==> src/rtl/parser_mw_if.sv <==
// Handshake bundle between the instruction source, the parser and the command consumer.
// The parser drives the decoded record; the master side supplies words and out_ready.
interface parser_mw_if #(
    parameter int INST_W = 32,
    parameter int DATA_W = 16,
    parameter int SIDX_W = 19
);
    logic [INST_W-1:0] in_data;
    logic              in_valid;
    logic              in_ready;
    logic              out_valid;
    logic              out_ready;
    logic [2:0]        out_itype;
    logic [4:0]        out_prop;
    logic [4:0]        out_prop2;
    logic [5:0]        out_lidx;
    logic [SIDX_W-1:0] out_sidx;
    logic [4:0]        out_stype;
    logic [DATA_W-1:0] out_data;
    logic [DATA_W-1:0] out_data2;
    logic [2:0]        out_seq;
    logic              out_last;
    logic              err;

    modport master (
        output in_data, in_valid, out_ready,
        input  in_ready, out_valid, out_itype, out_prop, out_prop2, out_lidx,
               out_sidx, out_stype, out_data, out_data2, out_seq, out_last, err
    );

    modport slave (
        input  in_data, in_valid, out_ready,
        output in_ready, out_valid, out_itype, out_prop, out_prop2, out_lidx,
               out_sidx, out_stype, out_data, out_data2, out_seq, out_last, err
    );
endinterface

==> src/rtl/parser_mw.sv <==
// Instruction parser with valid/ready on both sides and a multi-word shape-set payload.
// One output register: a record appears one cycle after its word is accepted.
module parser_mw #(
    parameter int INST_W         = 32,
    parameter int DATA_W         = 16,
    parameter int MAX_DATA_WORDS = 4,
    parameter int SIDX_W         = 19
) (
    input  logic         clk,
    input  logic         rst,
    parser_mw_if.slave   bus
);
    localparam logic [3:0] MAX_N = 4'(MAX_DATA_WORDS);

    typedef enum logic {IDLE, DATA} state_t;

    state_t            state;
    logic [3:0]        remaining;
    logic [3:0]        n_words;
    logic [SIDX_W-1:0] grp_sidx;

    logic              xfer;
    logic [31:0]       w;
    logic [18:0]       sidx_raw;
    logic [3:0]        n_req;
    logic [3:0]        n_clamp;

    assign bus.in_ready = !bus.out_valid || bus.out_ready;
    assign xfer         = bus.in_valid && bus.in_ready;
    assign w            = bus.in_data[31:0];
    assign sidx_raw     = {w[31:16], w[5:3]};
    assign n_req        = {1'b0, w[8:6]} + 4'd1;
    assign n_clamp      = (n_req > MAX_N) ? MAX_N : n_req;

    always_ff @(posedge clk or negedge rst) begin
        if (!rst) begin
            state         <= IDLE;
            remaining     <= '0;
            n_words       <= '0;
            grp_sidx      <= '0;
            bus.out_valid <= 1'b0;
            bus.out_itype <= '0;
            bus.out_prop  <= '0;
            bus.out_prop2 <= '0;
            bus.out_lidx  <= '0;
            bus.out_sidx  <= '0;
            bus.out_stype <= '0;
            bus.out_data  <= '0;
            bus.out_data2 <= '0;
            bus.out_seq   <= '0;
            bus.out_last  <= 1'b0;
            bus.err       <= 1'b0;
        end else begin
            if (bus.out_valid && bus.out_ready)
                bus.out_valid <= 1'b0;
            if (xfer) begin
                // Every accepted word rewrites the full record so no field goes stale.
                bus.out_valid <= 1'b1;
                bus.out_itype <= '0;
                bus.out_prop  <= '0;
                bus.out_prop2 <= '0;
                bus.out_lidx  <= '0;
                bus.out_sidx  <= '0;
                bus.out_stype <= '0;
                bus.out_data  <= '0;
                bus.out_data2 <= '0;
                bus.out_seq   <= '0;
                bus.out_last  <= 1'b1;
                if (state == DATA) begin
                    bus.out_itype <= 3'd7;
                    bus.out_sidx  <= grp_sidx;
                    bus.out_data  <= DATA_W'(w[31:16]);
                    bus.out_data2 <= DATA_W'(w[15:0]);
                    bus.out_seq   <= 3'(n_words - remaining);
                    bus.out_last  <= (remaining == 4'd1);
                    remaining     <= remaining - 4'd1;
                    if (remaining == 4'd1)
                        state <= IDLE;
                end else begin
                    case (w[2:0])
                        3'd0: bus.out_itype <= (w[10:9] == 2'd0) ? 3'd1 : 3'd2;
                        3'd1: begin
                            bus.out_itype <= 3'd3;
                            bus.out_prop  <= w[15:11];
                            bus.out_data  <= DATA_W'(w[31:16]);
                        end
                        3'd2: begin
                            bus.out_itype <= 3'd4;
                            bus.out_lidx  <= w[8:3];
                            bus.out_prop  <= w[15:11];
                            bus.out_data  <= DATA_W'(w[31:16]);
                        end
                        3'd3: begin
                            bus.out_itype <= 3'd5;
                            bus.out_sidx  <= SIDX_W'(sidx_raw);
                            bus.out_stype <= w[15:11];
                        end
                        3'd4: begin
                            // Oversized payload requests are flagged but still clamped.
                            bus.out_itype <= 3'd6;
                            bus.out_sidx  <= SIDX_W'(sidx_raw);
                            bus.out_prop  <= w[15:11];
                            bus.out_prop2 <= w[10:6];
                            bus.out_last  <= 1'b0;
                            grp_sidx      <= SIDX_W'(sidx_raw);
                            n_words       <= n_clamp;
                            remaining     <= n_clamp;
                            state         <= DATA;
                            if (n_req > MAX_N)
                                bus.err <= 1'b1;
                        end
                        default: bus.err <= 1'b1;
                    endcase
                end
            end
        end
    end
endmodule

==> src/flat_wrapper.sv <==
// flat-port wrapper written by rule: the top's interface ports become plain ports
module parser_mw_flat 
#(
    parameter int INST_W         = 32,
    parameter int DATA_W         = 16,
    parameter int MAX_DATA_WORDS = 4,
    parameter int SIDX_W         = 19
)
  (clk, rst, bus_in_data, bus_in_valid, bus_out_ready, bus_in_ready, bus_out_valid, bus_out_itype, bus_out_prop, bus_out_prop2, bus_out_lidx, bus_out_sidx, bus_out_stype, bus_out_data, bus_out_data2, bus_out_seq, bus_out_last, bus_err);
  parser_mw_if #(.INST_W(INST_W), .DATA_W(DATA_W), .SIDX_W(SIDX_W)) bus_i ();
  input  logic clk;
  input  logic rst;
  input wire logic [$bits(bus_i.in_data)-1:0] bus_in_data;
  input wire logic [$bits(bus_i.in_valid)-1:0] bus_in_valid;
  input wire logic [$bits(bus_i.out_ready)-1:0] bus_out_ready;
  output wire logic [$bits(bus_i.in_ready)-1:0] bus_in_ready;
  output wire logic [$bits(bus_i.out_valid)-1:0] bus_out_valid;
  output wire logic [$bits(bus_i.out_itype)-1:0] bus_out_itype;
  output wire logic [$bits(bus_i.out_prop)-1:0] bus_out_prop;
  output wire logic [$bits(bus_i.out_prop2)-1:0] bus_out_prop2;
  output wire logic [$bits(bus_i.out_lidx)-1:0] bus_out_lidx;
  output wire logic [$bits(bus_i.out_sidx)-1:0] bus_out_sidx;
  output wire logic [$bits(bus_i.out_stype)-1:0] bus_out_stype;
  output wire logic [$bits(bus_i.out_data)-1:0] bus_out_data;
  output wire logic [$bits(bus_i.out_data2)-1:0] bus_out_data2;
  output wire logic [$bits(bus_i.out_seq)-1:0] bus_out_seq;
  output wire logic [$bits(bus_i.out_last)-1:0] bus_out_last;
  output wire logic [$bits(bus_i.err)-1:0] bus_err;
  assign bus_i.in_data = bus_in_data;
  assign bus_i.in_valid = bus_in_valid;
  assign bus_i.out_ready = bus_out_ready;
  assign bus_in_ready = bus_i.in_ready;
  assign bus_out_valid = bus_i.out_valid;
  assign bus_out_itype = bus_i.out_itype;
  assign bus_out_prop = bus_i.out_prop;
  assign bus_out_prop2 = bus_i.out_prop2;
  assign bus_out_lidx = bus_i.out_lidx;
  assign bus_out_sidx = bus_i.out_sidx;
  assign bus_out_stype = bus_i.out_stype;
  assign bus_out_data = bus_i.out_data;
  assign bus_out_data2 = bus_i.out_data2;
  assign bus_out_seq = bus_i.out_seq;
  assign bus_out_last = bus_i.out_last;
  assign bus_err = bus_i.err;
  parser_mw #(.INST_W(INST_W), .DATA_W(DATA_W), .MAX_DATA_WORDS(MAX_DATA_WORDS), .SIDX_W(SIDX_W)) u_core (.clk(clk), .rst(rst), .bus(bus_i));
endmodule
==> config.mk <==
export PLATFORM = sky130hd
export DESIGN_NAME = parser_mw_flat
export DESIGN_NICKNAME = d
export VERILOG_FILES = /design/src/rtl/parser_mw_if.sv /design/src/rtl/parser_mw.sv /design/src/flat_wrapper.sv
export SDC_FILE = /design/constraint.sdc
export NUM_CORES = 1
export LEC_CHECK = 0
export BUFFER_PORTS_ARGS = -buffer_cell sky130_fd_sc_hd__buf_2
export CAP_MARGIN = 10
export CORE_ASPECT_RATIO = 0.6
export CORE_MARGIN = 1.5
export CORE_UTILIZATION = 57
export DETAILED_ROUTE_END_ITERATION = 6
export GPL_TIMING_DRIVEN = 0
export PLACE_DENSITY = 0.86
export SYNTH_ARGS = -nofsm -noshare
export SYNTH_HDL_FRONTEND = slang
export SYNTH_SLANG_ARGS = --single-unit
==> constraint.sdc <==
create_clock -name clk -period 3.33 [get_ports clk]
set_clock_uncertainty 0.2 [all_clocks]
set_input_delay 0 -clock clk [delete_from_list [all_inputs] [get_ports clk]]
set_output_delay 0 -clock clk [all_outputs]
set_load 0.1 [all_outputs]
## Word-level counts from Yosys, hierarchy flattened

Cells that the tools add are included.

- Flip-flop bits (word level): 108
- Latch bits: 0
- Bits in writable memories: 0
- Memory bits (read-only): 0
- Bits of input ports: 36
- Memories: 0

- Add/subtract/negate cells: 3
- Multipliers: 0
- Div/mod/pow operators: 0
- $lt $le $gt $ge: 1
- Equality and inequality tests: 6
- Shift operators: 0
- Mux-type cells: 29
- Bitwise gates (word level): 2
- Reductions and logical operators: 15

Operator list:

| operator | number |
|---|---|
| two-way mux 16 bit | 3 |
| two-way mux 19 bit | 2 |
| two-way mux 5 bit | 6 |
| case mux 3 bit (5 select lines) | 1 |
| two-way mux 4 bit | 3 |
| two-way mux 6 bit | 2 |
| two-way mux 1 bit | 8 |
| == test 3 x 2 -> 1 bit, second input constant | 2 |
| two-way mux 3 bit | 2 |
| adder 3 x 1 -> 4 bit, second input constant | 1 |
| == test 4 x 1 -> 1 bit, second input constant | 1 |
| greater-than comparator 4 x 3 -> 1 bit, second input constant | 1 |
| AND reduction 4 bit | 1 |
| nonzero test 2 bit | 2 |
| OR reduction 2 bit | 2 |
| OR reduction 4 bit | 1 |
| subtractor 4 x 1 -> 4 bit, second input constant | 1 |
| == test 3 x 1 -> 1 bit, second input constant | 1 |
| == test 3 bit, second input constant | 1 |
| logical NOT 3 bit | 1 |
| AND reduction 3 bit | 1 |
| OR reduction 3 bit | 1 |
| subtractor 3 bit | 1 |
| logical AND 1 bit | 2 |
| other kinds (8) | 9 |

## Longest topological paths before layout

- Word-level depth: 5
- Mapped depth: 8

## Worst setup path after synthesis

Ideal clock, no wire load.

- Path type: register to register
- Start point: register u_core.bus.out_valid
- End point: register u_core.bus.out_data2[11] (netlist bit)
- Setup time: 0.068 ns
- Arrival: 2.968 ns
- Path slack: 0.095 ns
- Cell stages (with the launch flop): 7
- Buffers on the path: 2
- Clock period less this slack: 3.235 ns
- Cells stage by stage: dfrtp_1 -> nand2b_1 -> nand2_1 -> clkbuf_1 -> buf_1 -> nand2_1 -> nand2_1

- Cells in the longest elaborated chain, start to end: 3

Ends and longest elaborated chain:

| element | RTL line | RTL |
|---|---|---|
| start: declaration | parser_mw_if.sv:33 | `output in_ready, out_valid, out_itype, out_prop, out_prop2, out_lidx,` |
| start signal: assignment | parser_mw.sv:41 | `bus.out_valid <= 1'b0;` |
| start signal: assignment | parser_mw.sv:55 | `bus.out_valid <= 1'b0;` |
| start signal: assignment | parser_mw.sv:58 | `bus.out_valid <= 1'b1;` |
| logical NOT 1 bit | parser_mw.sv:28 | `assign bus.in_ready = !bus.out_valid \|\| bus.out_ready;` |
| logical OR 1 bit | parser_mw.sv:28 |  |
| via bus_in_ready | flat_wrapper.sv:16 | `output wire logic [$bits(bus_i.in_ready)-1:0] bus_in_ready;` |
| logical AND 1 bit | parser_mw.sv:29 | `assign xfer = bus.in_valid && bus.in_ready;` |
| end signal: assignment | parser_mw.sv:73 | `bus.out_data2 <= DATA_W'(w[15:0]);` |
| end: declaration | parser_mw_if.sv:34 | `out_sidx, out_stype, out_data, out_data2, out_seq, out_last, err` |

The timed path passes the listed nets, and every way through them passes these cells.
A chain may end at the register's enable or synchronous reset.

## Worst setup path in the final report

- Start point: input bus_out_ready
- End point: register u_core.bus.out_seq[1] (netlist bit)

- Cells in the longest elaborated chain, start to end: 2

Ends and longest elaborated chain:

| element | RTL line | RTL |
|---|---|---|
| start: declaration | flat_wrapper.sv:15 | `input wire logic [$bits(bus_i.out_ready)-1:0] bus_out_ready;` |
| logical OR 1 bit | parser_mw.sv:28 |  |
| logical AND 1 bit | parser_mw.sv:29 |  |
| end signal: assignment | parser_mw.sv:74 | `bus.out_seq <= 3'(n_words - remaining);` |
| end: declaration | parser_mw_if.sv:34 |  |

No other way between the ends.

==> results.sh <==
export IMPL_worst_pin_slew_ps=688
export IMPL_ys_seq_elements=108
export IMPL_rr_worst_depth=6
export IMPL_synth_ff_type="dfrtp_1"
export IMPL_crit_start="bus_out_ready"
export IMPL_r2r_start="u_core.bus.out_valid$_DFFE_PN0P_"
export IMPL_rsz0062_at_grt="no"
export IMPL_max_stage_delay_ps=540
export IMPL_drt_initial_drc_count=340
export IMPL_vdd_drop_max_v=0.000637
export IMPL_grt_overflow=0
export IMPL_multi_input_area_sq_um=1710
export IMPL_grt_pass1_wl_um=20200
export IMPL_vias=4194
export IMPL_dieArea_sq_um=8630
export IMPL_slew_headroom=0.541
export IMPL_initial_core_util=0.586
export IMPL_cts_sinks=108
export IMPL_synth_cell_type_count=43
export IMPL_path_buf_inv=4
export IMPL_grt_antenna_before_repair=0
export IMPL_p_int_w=0.00286
export IMPL_timing_critical_path_mode_cell="nand2_1"
export IMPL_pin_count=118
export IMPL_synthMuxAreaShare=0.0487
export IMPL_clk_pin_slew_ps=70
export IMPL_synth_top_family_by_area="simple AND/OR/NAND/NOR gates"
export IMPL_power_density_nw_per_um2=976
export IMPL_drcViolationCount=0
export IMPL_nNetsFinal=658
export IMPL_post_cts_repair_setup_buffers=0
export IMPL_detail_route_antenna_nets=0
export IMPL_setup_worst_path_end_class="flop"
export IMPL_rr_endpoint="u_core.bus.out_seq[1]$_DFFE_PN0P_"
export IMPL_critPathKind="in -> reg"
export IMPL_dp_hpwl_um=8680
export IMPL_diodes=0
export IMPL_crit_slowest_cell="dlygate4sd3_1"
export IMPL_status="complete, no violations"
export IMPL_finalInstanceArea_sq_um=6010
export IMPL_synthSimpleGateAreaFrac=0.171
export IMPL_finalSetupViolCount=0
export IMPL_switching_power_w=0.00300
export IMPL_cts_buffers=9
export IMPL_cts_buffer_depth=2
export IMPL_wirelength_um=12800
export IMPL_vias_per_cell=5.75
export IMPL_cts_htree_levels=3
export IMPL_period_minus_slack_ps=2190
export IMPL_io_buffer_count=114
export IMPL_final_common_cell="buf_2"
export IMPL_synth_area_per_cell_sq_um=10.1
export IMPL_hold_viol=0
export IMPL_clkPwrFrac=0.189
export IMPL_syn_nets=496
export IMPL_first_pass_iters=5
export IMPL_p_sw_frac=0.512
export IMPL_ys_warn_count=0
export IMPL_fp_dieW_um=119
export IMPL_required_ps=3420
export IMPL_worstPathCellList="dlygate4sd3_1, buf_2, nand2b_1, nand2_1, clkbuf_1, buf_1, nand2_1, nand2_1"
export IMPL_cp_endpoint="u_core.bus.out_seq[1]$_DFFE_PN0P_"
export IMPL_synth_xor_area_frac=0.00762
export IMPL_grtUsageTotal=0.306
export IMPL_layout_common_cells="116 x buf_2, 108 x dfrtp_1, 105 x nand2_1, 49 x nor2_1, 45 x o21ai_0"
export IMPL_place_area_sq_um=5340
export IMPL_cts_tree="built"
export IMPL_fp_dieH_um=72.6
export IMPL_seqCellArea_sq_um=2700
export IMPL_reg2reg_slack_ps=1190
export IMPL_crit_arrival_ps=2280
export IMPL_slew_violations=0
export IMPL_clock_latency_ps=350
export IMPL_syn_to_final_growth_pct=30.6
export IMPL_cp_start_kind="input port"
export IMPL_cts_root_buf="clkbuf_16"
export IMPL_maxCapViolations=0
export IMPL_routabilityCongestion=0.887
export IMPL_seq_power_share=0.329
export IMPL_cp_depth=8
export IMPL_fp_row_count=25
export IMPL_grt_pass1_vias=3998
export IMPL_cp_max_fo=10
export IMPL_cts_resized=0
export IMPL_syn_cell_area_sq_um=4600
export IMPL_leakage_nw=2.94
export IMPL_wl_per_cell_um=17.6
export IMPL_async_reset_ff_frac=1.00
export IMPL_layout_drive_gt1_share=0.261
export IMPL_core_sq_um=7850
export IMPL_fillers=567
export IMPL_syn_instance_count=454
export IMPL_fmax_mhz=457
export IMPL_comb_power_share=0.482
export IMPL_yosysSeqAreaShare=0.588
export IMPL_synth_compound_area_frac=0.127
export IMPL_synthAdderAreaFrac=0.0180
export IMPL_grt_max_degree=58
export IMPL_worstHoldPathType="in -> async"
export IMPL_finalSetupTns_ps=0
export IMPL_fin_crit_sh=0.657
export IMPL_crit_family="buffers and inverters"
export IMPL_synth_edf_count=0
worst min path at each step:
stage	from	endpoint	slack, ps	cells past startpoint
after CTS	rst	u_core.bus.out_data[3]$_DFFE_PN0P_	50	2
after global placement	bus_in_data[11]	u_core.bus.out_data2[11]$_DFFE_PN0P_	50	3
final	rst	u_core.bus.out_data[3]$_DFFE_PN0P_	40	2
after detailed placement	rst	u_core.bus.out_data[2]$_DFFE_PN0P_	-120	1
after global routing	rst	u_core.bus.out_data[3]$_DFFE_PN0P_	100	2
after floorplan	rst	u_core.bus.err$_DFFE_PN0P_	-500	0
per-stage QoR:
step,worst slack (ps),util,instances,hold slack (ps),power (W)
floorplan,94.6,-,454,-496,0.00415
global placement,948,0.676,676,52.2,0.00462
detailed placement,1260,0.680,677,-116,0.00471
CTS,1190,0.765,729,50.1,0.00585
global route,1060,0.765,729,98.3,0.00608
finish,1140,0.765,729,36.1,0.00586
sequential cells by signal, summed over array words and instances (netlist names), 4 cells and up:
name / count
u_core.bus.out_sidx: 19
u_core.bus.out_data2: 16
u_core.bus.out_lidx: 6
u_core.remaining: 4
u_core.bus.out_prop2: 5
u_core.grp_sidx: 19
u_core.bus.out_prop: 5
u_core.bus.out_data: 16
u_core.bus.out_stype: 5
layer usage:
metal | GRT usage | share of wire | up-vias
met4 | 0.0950 | 0.020 | 0
li1 | - | - | 1870
met5 | 0 | 0 | -
met1 | 0.424 | 0.44 | 2072
met3 | 0.0875 | 0.087 | 32
met2 | 0.479 | 0.46 | 220
area by class of cell:
cell class	instances	area share
tap	108	0.0225
multi-input combinational	305	0.285
clock buffer	11	0.0421
buffer	32	0.0250
clock inverter	5	0.00958
sequential	108	0.450
inverter	9	0.00563
timing repair buffer	151	0.160
synthesized netlist by cell type (6+ instances only):
library cell / instances / area [sq um]
dfrtp_1: 108 / 2700
buf_1: 6 / 22.5
nor2_1: 49 / 184
nand3_1: 13 / 65.1
mux2_2: 19 / 214
clkbuf_1: 18 / 67.6
inv_1: 9 / 33.8
o21ai_0: 45 / 225
a221oi_1: 19 / 166
nand2_1: 105 / 394
power by group through the flow:
stage                     registers (W)  clock network [W]  logic [W]
after floorplan                 0.00349                  0   0.000659
after global placement          0.00190                  0    0.00272
after detailed placement        0.00193                  0    0.00277
after CTS                       0.00192            0.00112    0.00282
after global routing            0.00197            0.00116    0.00295
final                           0.00193            0.00111    0.00282
kinds of logic after synthesis:
logic type | count (synthesis)
flip-flops | 108
buffers and inverters | 41
AND/OR/NAND/NOR | 185
AO/OA/AOI/OAI | 90
XOR/XNOR | 4
adder cells (fa/ha/maj) | 6
multiplexers | 20
repair_timing:
| action | 4_1_cts | 5_1_grt |
|---|---|---|
| hold buffers | 36 | 0 |
| hold endpoints to repair | 167 | 0 |
| endpoints found under the setup margin | 0 | 0 |
(Power assumes the default switching activity.)
